$ cat src/rtl/info_frame_pkg.sv
// Shared types, constants and helpers for the HDMI InfoFrame packetizer.
// info_checksum() yields PB0 so that header + PB0..PB(len) sums to zero mod 256.
package info_frame_pkg;

    typedef logic [7:0] pb_t;

    localparam int INFO_PB_MAX = 27;
    localparam int SUB_W       = 56;
    localparam int HEADER_W    = 24;

    localparam logic [6:0] INFO_TYPE_AVI   = 7'd2;
    localparam logic [6:0] INFO_TYPE_SPD   = 7'd3;
    localparam logic [6:0] INFO_TYPE_AUDIO = 7'd4;

    typedef enum logic [1:0] {
        ST_IDLE   = 2'd0,
        ST_SUM    = 2'd1,
        ST_COMMIT = 2'd2
    } info_state_t;

    function automatic logic [215:0] info_mask(input logic [215:0] pb, input int len);
        logic [215:0] m;
        m = pb;
        for (int k = 1; k <= INFO_PB_MAX; k++) begin
            if (k > len) begin
                m[8*k-1 -: 8] = 8'h00;
            end
        end
        return m;
    endfunction

    function automatic pb_t info_checksum(input logic [23:0] header, input logic [215:0] pb,
                                          input int len);
        pb_t s;
        s = header[7:0] + header[15:8] + header[23:16];
        for (int k = 1; k <= INFO_PB_MAX; k++) begin
            if (k <= len) begin
                s = s + pb[8*k-1 -: 8];
            end
        end
        return (~s) + 8'd1;
    endfunction

endpackage

$ cat src/rtl/info_frame_checksum.sv
// Serial 8-bit InfoFrame checksum: load the header sum on start, absorb one byte per
// byte_valid, present the two's complement of the running sum.
module info_frame_checksum
    import info_frame_pkg::*;
#(
    parameter logic [4:0] LEN = 5'd10
) (
    input  logic       i_clk,
    input  logic       i_rst_n,
    input  logic       i_start,
    input  logic [7:0] i_init,
    input  logic       i_byte_valid,
    input  logic [7:0] i_byte,
    output logic [4:0] o_count,
    output logic       o_done,
    output logic [7:0] o_checksum
);

    pb_t        r_acc;
    logic [4:0] r_count;

    always_ff @(posedge i_clk or negedge i_rst_n) begin
        if (!i_rst_n) begin
            r_acc   <= 8'h00;
            r_count <= 5'd0;
        end else if (i_start) begin
            r_acc   <= i_init;
            r_count <= 5'd0;
        end else if (i_byte_valid) begin
            r_acc   <= r_acc + i_byte;
            r_count <= r_count + 5'd1;
        end
    end

    // o_done flags the cycle that absorbs the final payload byte
    assign o_count    = r_count;
    assign o_done     = i_byte_valid && (r_count == LEN - 5'd1);
    assign o_checksum = (~r_acc) + 8'd1;

endmodule

$ cat src/rtl/info_frame_packetizer.sv
// Runtime-configurable HDMI InfoFrame source in the clk_pixel domain.
// Define INFO_FRAME_RESET_VALID_EN to come out of reset with a valid DEFAULT_PB packet.
module info_frame_packetizer
    import info_frame_pkg::*;
#(
    parameter logic [6:0]   INFO_TYPE     = INFO_TYPE_AUDIO,
    parameter logic [7:0]   INFO_VERSION  = 8'd1,
    parameter logic [4:0]   INFO_LENGTH   = 5'd10,
    parameter int           REPEAT_FRAMES = 1,
    parameter logic [215:0] DEFAULT_PB    = '0
) (
    input  logic         clk_pixel,
    input  logic         reset_n,
    input  logic         cfg_valid,
    output logic         cfg_ready,
    input  logic [215:0] cfg_pb,
    input  logic         frame_start,
    output logic         pkt_valid,
    input  logic         pkt_ready,
    output logic [23:0]  header,
    output logic [223:0] sub,
    output logic         overrun
);

    localparam logic [23:0] HEADER     = {3'b000, INFO_LENGTH, INFO_VERSION, 1'b1, INFO_TYPE};
    localparam pb_t         HEADER_SUM = HEADER[7:0] + HEADER[15:8] + HEADER[23:16];
    localparam int          CNT_W      = (REPEAT_FRAMES > 1) ? $clog2(REPEAT_FRAMES) : 1;
    localparam logic [CNT_W-1:0] CNT_LAST = CNT_W'(REPEAT_FRAMES - 1);
`ifdef INFO_FRAME_RESET_VALID_EN
    localparam logic [223:0] RESET_SUB = {info_mask(DEFAULT_PB, int'(INFO_LENGTH)),
                                          info_checksum(HEADER, DEFAULT_PB, int'(INFO_LENGTH))};
    localparam logic         RESET_SHADOW_VALID = 1'b1;
`else
    localparam logic [223:0] RESET_SUB = '0;
    localparam logic         RESET_SHADOW_VALID = 1'b0;
`endif

    info_state_t      r_state;
    info_state_t      w_next_state;
    logic [215:0]     r_stage;
    logic [223:0]     r_sub;
    logic             r_shadow_valid;
    logic [CNT_W-1:0] r_frame_cnt;
    logic             r_pkt_valid;
    logic             r_overrun;

    logic             w_start;
    logic             w_byte_valid;
    logic             w_commit;
    logic             w_slot;
    logic [7:0]       w_sum_byte;
    logic [4:0]       w_count;
    logic             w_done;
    logic [7:0]       w_checksum;

    info_frame_checksum #(
        .LEN (INFO_LENGTH)
    ) u_checksum (
        .i_clk        (clk_pixel),
        .i_rst_n      (reset_n),
        .i_start      (w_start),
        .i_init       (HEADER_SUM),
        .i_byte_valid (w_byte_valid),
        .i_byte       (w_sum_byte),
        .o_count      (w_count),
        .o_done       (w_done),
        .o_checksum   (w_checksum)
    );

    // Byte k of staging (counting from 0) is PB(k+1)
    assign w_sum_byte = r_stage[{w_count, 3'b000} +: 8];

    always_ff @(posedge clk_pixel or negedge reset_n) begin
        if (!reset_n) begin
            r_state <= ST_IDLE;
        end else begin
            r_state <= w_next_state;
        end
    end

    always_comb begin
        w_next_state = r_state;
        w_start      = 1'b0;
        w_byte_valid = 1'b0;
        w_commit     = 1'b0;
        cfg_ready    = 1'b0;
        case (r_state)
            ST_IDLE: begin
                cfg_ready = 1'b1;
                if (cfg_valid) begin
                    w_start      = 1'b1;
                    w_next_state = ST_SUM;
                end
            end
            ST_SUM: begin
                w_byte_valid = 1'b1;
                if (w_done) begin
                    w_next_state = ST_COMMIT;
                end
            end
            ST_COMMIT: begin
                // Hold the new packet back while the picker still owns the current one
                if (!r_pkt_valid || pkt_ready) begin
                    w_commit     = 1'b1;
                    w_next_state = ST_IDLE;
                end
            end
            default: w_next_state = ST_IDLE;
        endcase
    end

    always_ff @(posedge clk_pixel or negedge reset_n) begin
        if (!reset_n) begin
            r_stage <= '0;
        end else if (w_start) begin
            r_stage <= info_mask(cfg_pb, int'(INFO_LENGTH));
        end
    end

    always_ff @(posedge clk_pixel or negedge reset_n) begin
        if (!reset_n) begin
            r_sub          <= RESET_SUB;
            r_shadow_valid <= RESET_SHADOW_VALID;
        end else if (w_commit) begin
            r_sub          <= {r_stage, w_checksum};
            r_shadow_valid <= 1'b1;
        end
    end

    assign w_slot = frame_start && (r_frame_cnt == '0) && r_shadow_valid;

    always_ff @(posedge clk_pixel or negedge reset_n) begin
        if (!reset_n) begin
            r_frame_cnt <= '0;
        end else if (frame_start) begin
            r_frame_cnt <= (r_frame_cnt == CNT_LAST) ? '0 : r_frame_cnt + CNT_W'(1);
        end
    end

    // A slot never queues a second packet; it re-offers or flags overrun instead
    always_ff @(posedge clk_pixel or negedge reset_n) begin
        if (!reset_n) begin
            r_pkt_valid <= 1'b0;
            r_overrun   <= 1'b0;
        end else begin
            r_overrun <= w_slot && r_pkt_valid && !pkt_ready;
            if (w_slot) begin
                r_pkt_valid <= 1'b1;
            end else if (r_pkt_valid && pkt_ready) begin
                r_pkt_valid <= 1'b0;
            end
        end
    end

    assign header    = HEADER;
    assign sub       = r_sub;
    assign pkt_valid = r_pkt_valid;
    assign overrun   = r_overrun;

endmodule

$ cat config.mk
export PLATFORM = sky130hd
export DESIGN_NAME = info_frame_packetizer
export DESIGN_NICKNAME = d
export VERILOG_FILES = /design/src/rtl/info_frame_pkg.sv /design/src/rtl/info_frame_checksum.sv /design/src/rtl/info_frame_packetizer.sv
export SDC_FILE = /design/constraint.sdc
export NUM_CORES = 1
export LEC_CHECK = 0
export BUFFER_PORTS_ARGS = -buffer_cell sky130_fd_sc_hd__clkbuf_2
export CAP_MARGIN = 25
export CORE_AREA = 3 3 184 186
export DETAILED_ROUTE_END_ITERATION = 8
export DIE_AREA = 0 0 187 189
export GPL_ROUTABILITY_DRIVEN = 1
export HOLD_SLACK_MARGIN = 0.08
export PLACE_DENSITY = 0.51
export SLEW_MARGIN = 20
export SYNTH_ARGS = -nofsm -noshare
export SYNTH_HDL_FRONTEND = slang
export SYNTH_SLANG_ARGS = --single-unit
$ cat constraint.sdc
create_clock -name clk_pixel -period 3.6 [get_ports clk_pixel]
set_input_delay 0.54 -clock clk_pixel [delete_from_list [all_inputs] [get_ports clk_pixel]]
set_output_delay 0.54 -clock clk_pixel [all_outputs]
set_load 0.03 [all_outputs]
==> results of run 1 <==
==> cells by family (layout without fill, tap and decap cells) <==
family	Yosys count	after routing	synth area share
multiplexers	115	115	0.1585
buffers and inverters	208	223	0.1516
adder cells (fa/ha/maj)	11	11	0.01575
AND/OR/NAND/NOR	303	303	0.1313
XOR/XNOR	9	9	0.008556
AO/OA/AOI/OAI	41	41	0.02825
flip-flops	186	186	0.5052
other	2	161	0.0008152
==> registers in the layout (all words and copies together), names as in the netlist <==
| name | flops |
|---|---|
| u_checksum.r_acc | 8 |
| r_shadow_valid | 1 |
| r_state | 2 |
| sub | 88 |
| r_stage | 80 |
| pkt_valid | 1 |
| overrun | 1 |
| u_checksum.o_count | 5 |
==> worst reg2reg max path, stage by stage, from the launching register on <==
cell     delay (ns)
dfrtp_2        0.38
buf_12         0.21
mux4_2         0.55
mux2i_1        0.22
o22a_1         0.19
nor2_1         0.06
ha_1           0.21
inv_1          0.07
fa_1           0.20
nor2b_1        0.05
o21ai_0        0.20
a21oi_1        0.12
o21a_1         0.20
o21a_1         0.17
o31ai_1        0.21
==> stage by stage <==
stage	hold WS [ns]	setup WS, ns	instances
after floorplan	0.2444	0.5406	1033
after global placement	0.4511	0.4640	1460
after detailed placement	0.4598	0.4469	1460
after CTS	0.2770	0.4331	1490
after global routing	0.2914	0.2092	1490
final	0.2358	0.4722	1491
==> power by group <==
group          switching, mW  internal [mW]
clock network          0.828           1.01
registers              0.756           3.00
logic                   2.71           1.70
==> metal layers <==
metal	vias to the layer above	wire length, µm
li1	2862	-
met1	2865	11380
met2	200	10940
met3	8	1517
met4	0	186
met5	-	0
==> final cells by class <==
type                    instances  area [µm²]
flip-flops and latches        186        4656
fillers                      3430       21890
well taps                     442       553.0
multi-input cells             639        3765
diodes                          1       2.502
repair buffers                185       997.2
clock inverters                 9       91.34
inverters                       8       30.03
clock buffers                  21       470.5
==> worst max path at each step <==
stage / start / end / cells after the start
after global placement: u_checksum.o_count[0] / u_checksum.r_acc[6] / 14
after detailed placement: u_checksum.o_count[0] / u_checksum.r_acc[6] / 14
after floorplan: u_checksum.o_count[0] / u_checksum.r_acc[7] / 13
after global routing: u_checksum.o_count[0] / u_checksum.r_acc[7] / 13
final: u_checksum.o_count[0] / u_checksum.r_acc[6] / 14
after CTS: u_checksum.o_count[0] / u_checksum.r_acc[6] / 14
==> placed cells by master (no fill, tap or decap), drive strengths merged, types with 2 or more instances in the layout <==
cell type / count
o21a: 3
conb: 160
nand2b: 5
a21o: 2
buf: 10
a31oi: 2
o21ai: 16
inv: 10
ha: 10
o22a: 6
nand3: 10
o211ai: 3
nand4: 2
clkbuf: 196
nor2: 14
mux2i: 18
mux2: 82
nand2: 257
mux4: 15
nor3: 5
dfrtp: 186
o31ai: 2
a21oi: 5
clkinv: 5
xor2: 5
nand3b: 2
nor2b: 3
xnor2: 4
==> impl_metrics.sql, run 1 <==
INSERT INTO impl_metrics (metric_group, metric, value, unit) VALUES
('critical_path', 'cp.required', '3.92', 'ns'),
('synthesis', 'seq_area_frac_synth', '0.5052', ''),
('critical_path', 'register_to_register_setup_slack', '0.47', 'ns'),
('timing', 'layout_min_cycle_time', '3.128', 'ns'),
('synthesis', 'synthTopCellsByCount', '257 x nand2_1, 186 x dfrtp_1, 160 x buf_4', ''),
('clock_network', 'cts_setup_buffers', '0', ''),
('synthesis', 'synthesis.yosys.warnings', '0', ''),
('synthesis', 'post_synthesis_cell_type_with_the_largest_combined_area', 'dfrtp_1', ''),
('synthesis', 'count_of_cell_types_in_the_netlist', '42', ''),
('timing', 'timing.max_slew.rel_slack', '0.3425', ''),
('clock_network', 'number_of_instances_resized_during_post_cts_repair', '0', ''),
('clock_network', 'tritoncts.num_buffers', '17', ''),
('synthesis', 'post_synth_inst_count', '875', ''),
('final_layout', 'area.growth.synth_to_final', '14.68', '%'),
('critical_path', 'end_kind', 'flop', ''),
('global_route', 'groute.layer.met2.usage', '0.2062', ''),
('critical_path', 'highest_fanout_seen_on_the_critical_path', '22', ''),
('final_layout', 'share_of_layout_cells_above_drive_strength_1', '0.2977', ''),
('final_layout', 'final_cell_area', '10570', 'µm²'),
('critical_path', 'reg2regPathDepth', '14', ''),
('final_layout', 'final_util', '0.3255', ''),
('place', 'dp_hpwl', '17.35', 'mm'),
('critical_path', 'critPathBufInv', '2', ''),
('global_route', 'grt_util_all_layers', '0.1339', ''),
('synthesis', 'synth-seq-cells', '186', ''),
('critical_path', 'timing.critical_path.max_delay_family', 'compound AO/OA/AOI/OAI gates', ''),
('timing', 'setup_tns', '0', 'ns'),
('synthesis', 'netlist.area_leader.share', '0.5052', ''),
('clock_network', 'clock_root_cell', 'clkbuf_16', ''),
('place', 'dpl-instance-area', '10000', 'µm²'),
('place', 'buffer_ports.inserted', '175', ''),
('timing', 'fin_skew', '0.01475', 'ns'),
('critical_path', 'crit_path_max_incr_delay', '0.54', 'ns'),
('routing', 'drt-wirelength-per-cell', '16.11', 'µm'),
('global_route', 'grt_pass1_wl', '36.14', 'mm'),
('timing', 'rsz0062_at_grt', 'no', ''),
('synthesis', 'main_area_contributors_after_synthesis', 'dfrtp_1 51%, buf_4 13%, nand2_1 10%', ''),
('critical_path', 'crit_path_frequent_cell', 'o21a_1', ''),
('routing', 'antenna_violating_nets_post_route', '0', ''),
('clock_network', 'ctsLongestPathBuffers', '2', ''),
('clock_network', 'worstSkewPairLatency', '0.43', 'ns'),
('clock_network', 'cts_max_level', '4', ''),
('clock_network', 'cts_tree', 'done', ''),
('timing', 'max_freq', '0.3197', 'GHz'),
('run_status', 'status', 'complete, no violations', ''),
('floorplanning', 'die_height', '189', 'µm'),
('routing', 'detailedRoute.firstPassIterationCount', '4', ''),
('routing', 'via_count', '5935', ''),
('pwr', 'cellPowerDensity', '946.9', 'nW/µm²'),
('worst_hold_path', 'worstHoldPathType', 'in2async', ''),
('critical_path', 'slowest_stage', 'mux4_2', ''),
('timing', 'finalSetupViolCount', '0', ''),
('floorplanning', 'die_area', '35340', 'µm²'),
('synthesis', 'synth-edff-count', '0', ''),
('global_route', 'grt_antenna_before_repair', '0', ''),
('clock_network', 'cts.reportedPaths.clkPinSlew', '0.07', 'ns'),
('global_route', 'first_global_vias', '5892', ''),
('routing', 'drc_errors', '0', ''),
('global_route', 'top_usage_layer', 'met2', ''),
('critical_path', 'regToRegEndpoint', 'u_checksum.r_acc[6]', ''),
('clock_network', 'cts_hold_buf', '0', ''),
('routing', 'totalWireLength', '24.02', 'mm'),
('routing', 'routed_via_density', '3.981', ''),
('critical_path', 'cp.arrival', '3.45', 'ns'),
('global_route', 'grt-ovfl-total', '0', ''),
('floorplanning', 'io_pins', '472', ''),
('timing', 'timing.final.hold_violations', '0', ''),
('synthesis', 'synth_area', '9213', 'µm²'),
('critical_path', 'worst_setup_path_category', 'reg2reg', ''),
('timing', 'slew_violations', '0', ''),
('timing', 'fin_crit_sh', '0.8688', '');
Note: power is estimated with default switching activity, not from simulation.
==> inputs of run 2 (changes only) <==
CORE_AREA = 3 3 185 187   (was 3 3 184 186)
DIE_AREA = 0 0 188 190   (was 0 0 187 189)
PLACE_DENSITY = 0.52   (was 0.51)
SYNTH_HIERARCHICAL = 1   (was not set)
clock period = 3.3 ns   (was 3.6 ns; I/O delays follow)
==> run 2 against run 1 <==
Clock-buffer cell count shrank 3. Setup slack got worse by 0.35 ns. Area after synthesis up 3.4%. Total power increased by 14%. Critical path depth fell by 4. Synthesized cell count decreased by 16%. First-iteration DRC count is 2.8% lower. Die area grew 1.1%. Clock skew decreased by 0.0052 ns. Non-clock buffer count is 19 higher. Clock power rose by 16%. Fmax is 1.6% lower. Largest cell class unchanged. Largest power group unchanged.
==> impl_metrics.sql, run 2 <==
INSERT INTO impl_metrics (metric_group, metric, value, unit) VALUES
('run_status', 'status', 'complete, no violations', ''),
('global_route', 'grt_pass1_wl', '34.67', 'mm'),
('routing', 'drt_first_iter_violations', '171', ''),
('timing', 'fin_crit_sh', '0.9632', ''),
('final_layout', 'finalNetCount', '1164', ''),
('synthesis', 'synth-seq-cells', '186', ''),
('synthesis', 'synthesis.yosys.warnings', '6', ''),
('timing', 'worstMarginPinSlew', '0.6277', 'ns'),
('final_layout', 'final_cell_area', '11070', 'µm²'),
('routing', 'totalWireLength', '22.91', 'mm'),
('floorplanning', 'die_area', '35720', 'µm²'),
('clock_network', 'cts.reportedPaths.clkPinSlew', '0.08', 'ns'),
('timing', 'slew_violations', '0', ''),
('final_layout', 'final_util', '0.3395', ''),
('critical_path', 'cp.arrival', '3.53', 'ns'),
('synthesis', 'synth-edff-count', '0', ''),
('floorplanning', 'floorplan.initialDensity', '0.2919', ''),
('place', 'dpl-instance-area', '10420', 'µm²'),
('floorplanning', 'die_height', '190', 'µm'),
('synthesis', 'synth_top_flop_cell', 'dfrtp_1', ''),
('routing', 'routed_via_density', '4.156', ''),
('synthesis', 'syn_avg_cell_area', '12.92', 'µm²'),
('routing', 'drt-wirelength-per-cell', '16.52', 'µm'),
('pwr', 'power_leakage', '5.556', 'nW'),
('final_layout', 'mostFrequentLayoutCell', 'dfrtp_1', ''),
('synthesis', 'synthMostInstantiatedCell', 'dfrtp_1', ''),
('clock_network', 'ctsLongestPathBuffers', '2', ''),
('final_layout', 'largest_register_ffs', '88', ''),
('critical_path', 'highest_fanout_seen_on_the_critical_path', '4', ''),
('timing', 'fin_skew', '0.009594', 'ns'),
('place', 'buffer_ports.inserted', '175', ''),
('global_route', 'grt_start_max_net_pins', '71', ''),
('critical_path', 'end_kind', 'flop', ''),
('critical_path', 'worst_setup_path_category', 'reg2reg', ''),
('synthesis', 'post_synthesis_cell_type_with_the_largest_combined_area', 'dfrtp_1', ''),
('synthesis', 'count_of_cell_types_in_the_netlist', '53', ''),
('final_layout', 'multi_input_gate_area_in_the_final_layout', '4039', 'µm²'),
('final_layout', 'area.growth.synth_to_final', '16.28', '%'),
('final_layout', 'final-instance-count-excl-fill', '1387', ''),
('worst_hold_path', 'worstHoldPathType', 'in2reg', ''),
('clock_network', 'tritoncts.num_buffers', '17', ''),
('timing', 'max_freq', '0.3146', 'GHz'),
('synthesis', 'synth_area', '9523', 'µm²'),
('routing', 'detailedRoute.firstPassIterationCount', '4', ''),
('final_layout', 'share_of_layout_cells_above_drive_strength_1', '0.4603', ''),
('timing', 'rsz0062_at_grt', 'yes', ''),
('synthesis', 'seq_area_frac_synth', '0.4888', ''),
('place', 'dp_hpwl', '17.18', 'mm'),
('global_route', 'grt_util_all_layers', '0.1286', ''),
('place', 'place.gp.congestion', '0.7300', ''),
('clock_network', 'cts_tree', 'done', ''),
('routing', 'via_count', '5765', ''),
('critical_path', 'slowest_stage', 'mux4_1', ''),
('clock_network', 'cts_max_level', '4', ''),
('floorplanning', 'io_pins', '472', ''),
('timing', 'finalSetupViolCount', '0', ''),
('floorplanning', 'die-width', '188', 'µm'),
('critical_path', 'crit_path_frequent_cell', 'a211oi_2', ''),
('synthesis', 'netlist.area_leader.share', '0.4888', ''),
('final_layout', 'mostFrequentLayoutCells', '185 x dfrtp_1, 177 x mux2_2, 174 x clkbuf_2, 168 x conb_1', ''),
('final_layout', 'n_antenna_cell', '0', ''),
('critical_path', 'timing.critical_path.cells', 'mux4_1 > a211oi_2 > a211oi_2 > buf_4 > ha_1 > a211oi_2 > nor3_1 > or4_4 > and4_4 > o31ai_2', ''),
('timing', 'timing.final.hold_violations', '0', ''),
('final_layout', 'seqCellArea', '4656', 'µm²'),
('floorplanning', 'fp.coreArea', '32620', 'µm²'),
('pwr', 'cellPowerDensity', '1034', 'nW/µm²'),
('synthesis', 'async_flop_share', '1.000', ''),
('critical_path', 'worstSetupStartpointType', 'flop', ''),
('clock_network', 'worstSkewPairLatency', '0.44', 'ns'),
('timing', 'timing.max_slew.rel_slack', '0.5815', ''),
('clock_network', 'cts_setup_buffers', '0', ''),
('global_route', 'first_global_vias', '5691', ''),
('clock_network', 'clock_root_cell', 'clkbuf_16', ''),
('global_route', 'grt-ovfl-total', '0', ''),
('synthesis', 'main_area_contributors_after_synthesis', 'dfrtp_1 49%, mux2_2 21%, buf_4 13%', ''),
('pwr', 'vdd_drop_max', '0.4087', 'mV'),
('final_layout', 'nFillCells', '3330', ''),
('critical_path', 'crit_path_max_incr_delay', '0.65', 'ns'),
('timing', 'hold-worst-slack', '0.2759', 'ns'),
('place', 'numPlacedInstances', '1354', ''),
('routing', 'antenna_violating_nets_post_route', '0', ''),
('clock_network', 'clock_sinks', '186', ''),
('global_route', 'grt_antenna_before_repair', '3', ''),
('flow_run', 'maxCapViolations', '0', ''),
('synthesis', 'post_synth_inst_count', '737', ''),
('critical_path', 'cp.required', '3.65', 'ns'),
('routing', 'drc_errors', '0', ''),
('floorplanning', 'rows', '66', ''),
('synthesis', 'synthTopCellsByCount', '186 x dfrtp_1, 177 x mux2_2, 169 x buf_4', ''),
('timing', 'layout_min_cycle_time', '3.178', 'ns');
run 2: changes by cell type in the layout (fill, tap and decap cells not counted), sizes merged, moves of 18 or more:
cell,before,now
a211oi,0,19
mux2,82,177
buf,10,28
nand2,257,22
run 2: where the power goes:
part,internal (mW),total (mW),switching (mW)
sequential,3.23,3.93,0.704
combinational,2.41,5.38,2.97
clock,1.15,2.14,0.986
total,6.80,11.5,4.66
run 2: logic make-up after synthesis:
| group | share of synthesized area |
|---|---|
| AOI/OAI and AO/OA | 0.04244 |
| xor gates and xnor gates | 0.009197 |
| adders and majority gates | 0.01524 |
| buffers and inverters | 0.1573 |
| DFF | 0.4888 |
| muxes | 0.2490 |
| other | 0.0007886 |
| and+or+nand+nor | 0.03731 |
run 2: metal layers:
metal,part of all wire,up-vias,global-route usage
li1,-,2632,-
met1,0.42,2878,0.1602
met2,0.48,232,0.2082
met3,0.093,17,0.05399
met4,0.0093,6,0.03030
met5,0.0018,-,0
run 2: cell type report:
class,instances,share of cell area
clock buffers,18,0.03876
clock inverters,14,0.01616
inverters,9,0.003051
multi-input cells,514,0.3647
flip-flops and latches,186,0.4205
well taps,442,0.04994
repair buffers,204,0.1069
run 2: path summary, 6_finish.rpt:
check | startpoint | endpoint | slack (ns) | cells after the start
setup reg to reg | u_checksum/o_count[0] | u_checksum/r_acc[7] | 0.12 | 10
hold reg to reg | r_shadow_valid | r_shadow_valid | 0.47 | 1
hold / removal | cfg_pb[29] | r_stage[29] | 0.28 | 2
max in group asynchronous | reset_n | sub[47] | 1.86 | 3
setup / recovery | u_checksum/o_count[0] | u_checksum/r_acc[7] | 0.12 | 10
min in group asynchronous | reset_n | sub[21] | 0.60 | 2
run 2: repair_timing:
item	4_1_cts	5_1_grt
resized for setup	0	10
hold buffers	1	0
setup endpoints to repair	0	3
hold endpoints to repair	4	0
run 2: worst max-delay path, delay by kind of cell (launching register included):
family	cells	cell delay, ns
AO/OA/AOI/OAI	4	0.76
multiplexers	1	0.65
flip-flops	1	0.42
adder cells (fa/ha/maj)	1	0.31
buffers and inverters	1	0.16
AND/OR/NAND/NOR	3	0.81
run 2: stage by stage:
step	worst slack (ns)	TNS [ns]	power, mW
floorplan	0.3072	0	7.790
global placement	0.05717	0	9.257
detailed placement	0.05425	0	9.358
CTS	0.03956	0	11.56
global route	-0.05800	-0.05800	12.30
finish	0.1215	0	11.45
==> inputs of run 3 (changes only) <==
CELL_PAD_IN_SITES_DETAIL_PLACEMENT = 1   (was not set)
CELL_PAD_IN_SITES_GLOBAL_PLACEMENT = 2   (was not set)
CORE_AREA = not set   (was 3 3 185 187)
CORE_MARGIN = 3   (was not set)
CORE_UTILIZATION = 28   (was not set)
DIE_AREA = not set   (was 0 0 188 190)
PLACE_DENSITY = 0.77   (was 0.52)
==> run 3 against run 2 <==
Sequential share of layout area up 0.15 points. Total power is 0.52% higher. Sequential cell count did not move. Cell count down 0.22%. Non-clock buffer count down 4. Sequential power grew 2%. Largest cell class unchanged. Highest routed layer unchanged.
==> impl_metrics.sql, run 3 (synthesis gave the netlist of run 2 again) <==
INSERT INTO impl_metrics (metric_group, metric, value, unit) VALUES
('run_status', 'status', 'complete, no violations', ''),
('final_layout', 'mostFrequentLayoutCell', 'dfrtp_1', ''),
('pwr', 'swShare', '0.4225', ''),
('final_layout', 'final-instance-count-excl-fill', '1384', ''),
('place', 'dp_hpwl', '18.85', 'mm'),
('routing', 'drt_first_iter_violations', '218', ''),
('clock_network', 'cts.reportedPaths.clkPinSlew', '0.08', 'ns'),
('pwr', 'power.combinational.fraction', '0.476', ''),
('critical_path', 'crit_path_frequent_cell', 'a211oi_2', ''),
('floorplanning', 'fp.coreArea', '33030', 'µm²'),
('pwr', 'vdd_drop_max', '0.4398', 'mV'),
('final_layout', 'largest_register_ffs', '88', ''),
('final_layout', 'mostFrequentLayoutCells', '185 x dfrtp_1, 177 x mux2_2, 174 x clkbuf_2, 168 x conb_1, 21 x nand2_1', ''),
('critical_path', 'crit_path_max_incr_delay', '0.49', 'ns'),
('place', 'place.gp.congestion', '0.7267', ''),
('timing', 'max_freq', '0.3147', 'GHz'),
('place', 'numPlacedInstances', '1348', ''),
('pwr', 'cellPowerDensity', '1043', 'nW/µm²'),
('critical_path', 'slowest_stage', 'or4_4', ''),
('pwr', 'cell_internal_pwr', '6.648', 'mW'),
('clock_network', 'ctsLongestPathBuffers', '2', ''),
('floorplanning', 'io_pins', '472', ''),
('timing', 'slew_violations', '0', ''),
('final_layout', 'share_of_layout_cells_above_drive_strength_1', '0.4655', ''),
('timing', 'worstMarginPinSlew', '0.6990', 'ns'),
('clock_network', 'cts_tree', 'done', ''),
('global_route', 'first_global_vias', '6014', ''),
('critical_path', 'regToRegStartpoint', 'u_checksum/o_count[0]', ''),
('timing', 'timing.final.hold_violations', '0', ''),
('clock_network', 'clock_sinks', '186', ''),
('global_route', 'grt_pass1_wl', '37.32', 'mm'),
('floorplanning', 'die_area', '36260', 'µm²'),
('routing', 'drc_errors', '0', ''),
('clock_network', 'worstSkewPairLatency', '0.44', 'ns'),
('pwr', 'finalPower', '11.51', 'mW'),
('pwr', 'power.net_switching', '4.864', 'mW'),
('routing', 'totalWireLength', '25.16', 'mm'),
('clock_network', 'cts_max_level', '4', ''),
('timing', 'postLayoutSetupSlackWorst', '0.1220', 'ns'),
('place', 'buffer_ports.inserted', '175', ''),
('timing', 'finalSetupViolCount', '0', ''),
('routing', 'via_count', '5805', ''),
('routing', 'routed_via_density', '4.194', ''),
('timing', 'timing.max_slew.rel_slack', '0.5340', ''),
('timing', 'setup_tns', '0', 'ns'),
('clock_network', 'tritoncts.num_buffers', '17', ''),
('floorplanning', 'die-width', '190.4', 'µm'),
('global_route', 'grt_util_all_layers', '0.1370', ''),
('routing', 'detailedRoute.firstPassIterationCount', '4', ''),
('critical_path', 'critPathBufInv', '2', ''),
('flow_run', 'maxCapViolations', '0', ''),
('critical_path', 'timing.critical_path.max_delay_family', 'compound AO/OA/AOI/OAI gates', ''),
('critical_path', 'highest_fanout_seen_on_the_critical_path', '14', ''),
('critical_path', 'end_kind', 'flop', ''),
('floorplanning', 'floorplan.initialDensity', '0.2883', ''),
('global_route', 'grt_antenna_before_repair', '1', ''),
('pwr', 'power_leakage', '5.516', 'nW'),
('timing', 'fin_skew', '0.01423', 'ns'),
('floorplanning', 'die_height', '190.4', 'µm'),
('critical_path', 'timing.critical_path.cells', 'buf_12 > mux2i_1 > a221o_1 > a211oi_2 > buf_4 > ha_1 > a211oi_2 > nor3_2 > or4_4 > and4_4 > o31ai_2', ''),
('global_route', 'grt_start_max_net_pins', '84', ''),
('critical_path', 'timing.critical_path.from', 'u_checksum/o_count[0]', ''),
('critical_path', 'cp.arrival', '3.53', 'ns'),
('critical_path', 'reg2regPathDepth', '11', ''),
('routing', 'antenna_violating_nets_post_route', '0', ''),
('floorplanning', 'rows', '66', ''),
('timing', 'fin_crit_sh', '0.9630', ''),
('place', 'worst_slack_after_detailed_placement', '-0.0008809', 'ns'),
('global_route', 'grt-ovfl-total', '0', ''),
('final_layout', 'area.growth.synth_to_final', '15.87', '%'),
('routing', 'drt-wirelength-per-cell', '18.18', 'µm'),
('pwr', 'share_seq_of_total_power', '0.349', ''),
('timing', 'hold-worst-slack', '0.1081', 'ns'),
('critical_path', 'worstSetupStartpointType', 'flop', ''),
('pwr', 'power.share.clock', '0.175', ''),
('worst_hold_path', 'worstHoldPathType', 'in2async', ''),
('timing', 'layout_min_cycle_time', '3.178', 'ns'),
('final_layout', 'finalNetCount', '1160', ''),
('critical_path', 'cp.depth', '11', ''),
('critical_path', 'worst_setup_path_category', 'reg2reg', ''),
('critical_path', 'cp.required', '3.65', 'ns'),
('clock_network', 'clock_root_cell', 'clkbuf_16', '');
## run 3: cell count changes in the layout (fill, tap and decap cells not counted), sizes merged
cell         change
dlygate4sd3      -1
clkinv           +1
bufinv           -2
buf              -3
clkbuf           +1
diode            +1
## run 3: worst reg2reg max path, delay by kind of cell, from the launching register on
kind	cells	cell delay, ns
muxes	1	0.15
buffers and inverters	2	0.33
AOI/OAI and AO/OA	4	1.11
and+or+nand+nor	3	0.78
adders and majority gates	1	0.25
DFF	1	0.48
## run 3: area by class of cell
type | instances | area [µm²]
Antenna cell | 1 | 2.502
Clock buffer | 19 | 432.9
Clock inverter | 13 | 123.9
Fill cell | 3669 | 22000
Inverter | 9 | 33.78
Multi-Input combinational cell | 514 | 4090
Sequential cell | 186 | 4656
Tap cell | 442 | 553.0
Timing Repair Buffer | 200 | 1142
## run 3: layer usage
metal,GRT usage,share of wire
met4,0.04262,0.021
met2,0.2043,0.45
met5,0,0.00048
met3,0.06360,0.10
met1,0.1773,0.42
## run 3: per-stage QoR
step	area (µm²)	util
after floorplan	10150	-
after global placement	10360	0.3136
after detailed placement	10360	0.3136
after CTS	10930	0.3308
after global routing	11030	0.3340
final	11030	0.3341
## run 3: path summary, 6_finish.rpt
kind / end / slack [ns]
worst max-delay path: u_checksum/r_acc[7] / 0.12
worst min register to register: r_shadow_valid / 0.47
max in group asynchronous: sub[3] / 2.32
worst max register to register: u_checksum/r_acc[7] / 0.12
worst min-delay path: sub[59] / 0.11
min in group clk_pixel: r_stage[0] / 0.28
## run 3: timing repair
item / in CTS / in global routing
hold endpoints to repair: 0 / 0
buffers inserted: 0 / 3
pin swaps: 0 / 8
resized for setup: 2 / 20
hold buffers: 0 / 0
setup endpoints to repair: 1 / 2
## run 3: power by group through the flow
stage | registers, mW | logic [mW] | clock network (mW)
final | 4.02 | 5.48 | 2.02
after global routing | 4.19 | 5.95 | 2.20
after CTS | 4.04 | 5.23 | 2.11
after detailed placement | 4.09 | 5.19 | 0
after global placement | 4.02 | 5.08 | 0
after floorplan | 4.43 | 3.36 | 0
